**src/rtl/mul_div_unit.sv**
```systemverilog
// Iterative RV32M multiply/divide unit, 33-cycle fixed latency, reg-file write-back.
// Define DIV_EN to build the divide/remainder datapath; otherwise div ops complete with no write.
module mul_div_unit #(
   parameter int XLEN = 32
) (
   input  logic            clk,
   input  logic            a_rst,
   input  logic            start,
   input  logic [2:0]      op,
   input  logic [XLEN-1:0] rs1_val,
   input  logic [XLEN-1:0] rs2_val,
   input  logic [4:0]      rd_addr,
   output logic            busy,
   output logic            done,
   output logic [XLEN-1:0] result,
   output logic [4:0]      wb_addr,
   output logic            wb_en
);

   typedef enum logic [1:0] {
      IDLE,
      CALC,
      FINISH
   } state_t;

   state_t state, state_nx;

   logic [2:0]      op_q;
   logic [4:0]      rd_q;
   logic [XLEN-1:0] opa;
   logic            sa, sb;
   logic [5:0]      cnt;
   logic [63:0]     acc;
   logic [63:0]     acc_step;

   logic            sgn_a, sgn_b;
   logic            neg_a, neg_b;
   logic [XLEN-1:0] mag_a, mag_b;

   logic [32:0]     mul_sum;
   logic [63:0]     prod;
   logic [XLEN-1:0] fin_res;
   logic            fin_we;

`ifdef DIV_EN
   logic [XLEN-1:0] opb;
   logic [32:0]     div_sh;
   logic [32:0]     div_df;
   logic [XLEN-1:0] quo, rem;
   logic            div0;
`endif

   always_comb begin
      sgn_a = 1'b0;
      sgn_b = 1'b0;
      unique case (1'b1)
         (op == 3'b001),
         (op == 3'b100),
         (op == 3'b110): begin
            sgn_a = 1'b1;
            sgn_b = 1'b1;
         end
         (op == 3'b010): sgn_a = 1'b1;
         default: ;
      endcase
   end

   assign neg_a = sgn_a & rs1_val[XLEN-1];
   assign neg_b = sgn_b & rs2_val[XLEN-1];
   assign mag_a = neg_a ? -rs1_val : rs1_val;
   assign mag_b = neg_b ? -rs2_val : rs2_val;

   always_ff @(posedge clk or negedge a_rst) begin
      if (!a_rst) state <= IDLE;
      else        state <= state_nx;
   end

   always_comb begin
      state_nx = state;
      unique case (state)
         IDLE:    if (start) state_nx = CALC;
         CALC:    if (cnt == 6'd31) state_nx = FINISH;
         FINISH:  state_nx = IDLE;
         default: state_nx = IDLE;
      endcase
   end

   assign busy = (state != IDLE);

   // acc: multiply = {partial high, remaining multiplier}; divide = {remainder, quotient}
   assign mul_sum = {1'b0, acc[63:32]} + (acc[0] ? {1'b0, opa} : 33'd0);

   always_comb begin
`ifdef DIV_EN
      div_sh = acc[63:31];
      div_df = div_sh - {1'b0, opb};
      if (!op_q[2])
         acc_step = {mul_sum, acc[31:1]};
      else if (div_df[32])
         acc_step = {div_sh[31:0], acc[30:0], 1'b0};
      else
         acc_step = {div_df[31:0], acc[30:0], 1'b1};
`else
      acc_step = op_q[2] ? acc : {mul_sum, acc[31:1]};
`endif
   end

   assign prod = (sa ^ sb) ? -acc : acc;

`ifdef DIV_EN
   assign quo  = acc[31:0];
   assign rem  = acc[63:32];
   assign div0 = (opb == '0);
`endif

   always_comb begin
      fin_res = '0;
      fin_we  = (rd_q != 5'd0);
      if (!op_q[2]) begin
         fin_res = (op_q[1:0] == 2'b00) ? acc[31:0] : prod[63:32];
      end else begin
`ifdef DIV_EN
         // MIN/-1 falls out of the magnitude path; only divide-by-zero needs a patch
         if (!op_q[1])
            fin_res = div0 ? '1 : ((sa ^ sb) ? -quo : quo);
         else
            fin_res = sa ? -rem : rem;
`else
         fin_we = 1'b0;
`endif
      end
   end

   always_ff @(posedge clk or negedge a_rst) begin
      if (!a_rst) begin
         op_q    <= '0;
         rd_q    <= '0;
         opa     <= '0;
`ifdef DIV_EN
         opb     <= '0;
`endif
         sa      <= 1'b0;
         sb      <= 1'b0;
         cnt     <= '0;
         acc     <= '0;
         done    <= 1'b0;
         wb_en   <= 1'b0;
         result  <= '0;
         wb_addr <= '0;
      end else begin
         done  <= 1'b0;
         wb_en <= 1'b0;
         unique case (state)
            IDLE: begin
               if (start) begin
                  op_q <= op;
                  rd_q <= rd_addr;
                  opa  <= mag_a;
`ifdef DIV_EN
                  opb  <= mag_b;
`endif
                  sa   <= neg_a;
                  sb   <= neg_b;
                  cnt  <= '0;
                  acc  <= {32'd0, op[2] ? mag_a : mag_b};
               end
            end
            CALC: begin
               cnt <= cnt + 6'd1;
               acc <= acc_step;
            end
            FINISH: begin
               result  <= fin_res;
               wb_addr <= rd_q;
               done    <= 1'b1;
               wb_en   <= fin_we;
            end
            default: ;
         endcase
      end
   end

endmodule

```
**config.mk**
```make
export PLATFORM = sky130hd
export DESIGN_NAME = mul_div_unit
export DESIGN_NICKNAME = d
export VERILOG_FILES = /design/src/rtl/mul_div_unit.sv
export SDC_FILE = /design/constraint.sdc
export NUM_CORES = 1
export LEC_CHECK = 0
export CAP_MARGIN = 10
export CORE_ASPECT_RATIO = 1.25
export CORE_MARGIN = 10
export CORE_UTILIZATION = 45
export DETAILED_ROUTE_END_ITERATION = 16
export GPL_ROUTABILITY_DRIVEN = 0
export PLACE_DENSITY_LB_ADDON = 0.08
export SLEW_MARGIN = 20
export SYNTH_ARGS = -nofsm -noshare
export SYNTH_HDL_FRONTEND = slang
export SYNTH_SLANG_ARGS = --single-unit
```
**constraint.sdc**
```tcl
create_clock -name clk -period 3.3 [get_ports clk]
set_input_delay 0.495 -clock clk [delete_from_list [all_inputs] [get_ports clk]]
set_output_delay 0.495 -clock clk [all_outputs]
set_load 0.005 [all_outputs]
```
==> out/metrics.cfg <==
[clock_tree]
insertion_delay_ns = 0.43
clockBufferDepth = 2
hold_buffers = 0
cts_tree = built
cts_buffers = 17
cts_setup_buffers = 0
cts_sinks = 153
clock-root-buffer = clkbuf_16
htreeDepth = 4
clk_pin_slew_ns = 0.07
cts_resized = 0

[global_routing]
grt_first_pass_wirelength_um = 52300
grt_max_degree = 78
overflow = 0
grt_pass1_vias = 9497
antenna_found_initial = 0
track_usage = 0.221

[routing]
vias = 9703
avgRoutedWirePerCell_um = 19.9
drc = 0
dr.pass1.iters = 5
ant_nets = 0
vias_per_cell = 5.86
drtIter0Drc = 785
routed_wl_um = 33000

[die]
die-width_um = 156
ios = 115
core-area_um2 = 22800
dieArea_um2 = 29500
initial_core_util = 0.454
die_h_um = 190
num_rows = 62

[min_path]
hold_class = in -> async

[setup_path]
reg2regPathDepth = 9
cp-end-kind = flip-flop
slowest_delay_ns = 0.55
crit_cells = 9
worst_ep_required_time_ns = 3.63
path_cells = buf_4 -> and2_1 -> ha_1 -> nand2_1 -> or3_1 -> or4_4 -> a211o_1 -> and3_4 -> o31ai_2
arrival_ns = 3.44
cp-start-kind = flip-flop
critPathMaxFanout = 34
path_class = reg -> reg
cp_slowest_cell = or4_4
crit_buf_inv = 1
critPathTopFamily = simple AND/OR/NAND/NOR gates

[sta]
fin_skew_ns = 0.00962
period_share = 0.941
worstMarginPinSlew_ns = 0.827
setup_viol = 0
max_freq_ghz = 0.322
fin_setup_tns_ns = 0
whs_ns = 0.105
min_period_ns = 3.11
rsz0062_at_grt = false
drv_slew = 0
slew_headroom = 0.445
hold_violations = 0
layout_setup_ws_ns = 0.194

[logic_synthesis]
yosys_warnings = 0
ys_seq_area_frac = 0.370
synth.largest_area_cell = dfrtp_1
synth_area_per_cell_um2 = 8.34
synth_edf_count = 0
ys_top_cells_by_count = nand2_1, dfrtp_1, o21ai_0
synth_top_area_frac = 0.370
synthCells = 1242
ys_ff_latch = 153
yosys.cell_count.top_type = nand2_1
synth.area.top_cells = dfrtp_1, nand2_1, o21ai_0
async_flop_share = 1.00
synth_nets = 1353
ys_types = 74
synth_area_um2 = 10400
synth_flop_cell = dfrtp_1

[finish]
drive_gt1_frac = 0.0834
syn_to_final_growth_pct = 21.2
fin_area_um2 = 12600
antennaDiodeCount = 0
fin_cells = 1655
utilization = 0.551
fin_nets = 1467

[place]
portBuffers = 114
placedCellCount = 1625
hpwlAfterDp_um = 25400
post_dp_cell_area_um2 = 12000
place_ws_ns = 0.0520

[pwr]
finalPower_mw = 9.22
p_per_area_nw_per_um2 = 734
p_leak_nw = 5.24
vdd_ir_drop_max_uv = 406

[run]
drv_cap = 0

[run_status]
status = finished clean

==> kinds of logic (layout without fill, tap and decap cells) <==
| kind of cell | after synthesis | after routing | share of synthesized area |
|---|---|---|---|
| and+or+nand+nor | 439 | 439 | 0.206 |
| AOI/OAI and AO/OA | 393 | 393 | 0.235 |
| DFF | 153 | 153 | 0.370 |
| xor gates and xnor gates | 112 | 112 | 0.0947 |
| buffers and inverters | 96 | 221 | 0.0371 |
| adders and majority gates | 36 | 36 | 0.0442 |
| muxes | 13 | 13 | 0.0135 |
==> worst register-to-register path, cell delays in order (launching register included) <==
cell	delay, ns
dfrtp_1	0.37
buf_4	0.22
and2_1	0.18
ha_1	0.45
nand2_1	0.15
or3_1	0.39
or4_4	0.55
a211o_1	0.32
and3_4	0.19
o31ai_2	0.20
==> area by class of cell <==
cell class | instances | area (µm²)
fill | 2171 | 10200
multi-input combinational | 993 | 6180
sequential | 153 | 3830
timing repair buffer | 161 | 1510
clock buffer | 20 | 447
tap | 288 | 360
clock inverter | 10 | 121
inverter | 30 | 113
==> per-layer routing <==
layer / GRT usage / vias up / part of all wire
li1: - / 4705 / -
met1: 0.311 / 4593 / 0.46
met2: 0.341 / 355 / 0.46
met3: 0.0343 / 50 / 0.058
met4: 0.0714 / 0 / 0.023
met5: 0 / - / 0
==> state kept, by name, indices dropped and copies added, names as in the netlist <==
| name | flops |
|---|---|
| acc | 64 |
| cnt | 6 |
| done | 1 |
| op_q | 3 |
| opa | 32 |
| rd_q | 5 |
| result | 32 |
| sa | 1 |
| sb | 1 |
| state | 2 |
| wb_addr | 5 |
| wb_en | 1 |
==> path summary, 6_finish.rpt <==
path                       slack [ns]    from    endpoint
setup reg to reg                 0.19  acc[0]     acc[62]
max in group asynchronous        2.39   a_rst  wb_addr[4]
hold reg to reg                  0.47  opa[9]      opa[9]
hold / removal                   0.10   a_rst  result[29]
min in group clk                 0.47  opa[9]      opa[9]
setup / recovery                 0.19  acc[0]     acc[62]
==> where the power goes <==
part	total, mW	internal (mW)	switching (mW)	leakage [nW]
combinational	4.03	1.69	2.34	3.16
sequential	3.25	2.45	0.805	1.80
clock	1.94	1.13	0.816	0.276
==> placed cells by master (no fill, tap or decap), drive strengths merged, types with 10 or more instances in the layout <==
cell type / instances
a21oi: 100
a22oi: 29
a31oi: 20
and2: 36
and3: 13
buf: 48
clkbuf: 20
clkdlybuf4s50: 113
dfrtp: 153
ha: 35
inv: 31
nand2: 176
nand3: 20
nand4: 12
nor2: 91
nor3: 25
nor4: 18
o211ai: 17
o21ai: 134
o221ai: 10
o22ai: 10
o31ai: 11
or3: 11
or4: 10
xnor2: 71
xor2: 41
No activity file was read; power rests on OpenSTA's default activity.
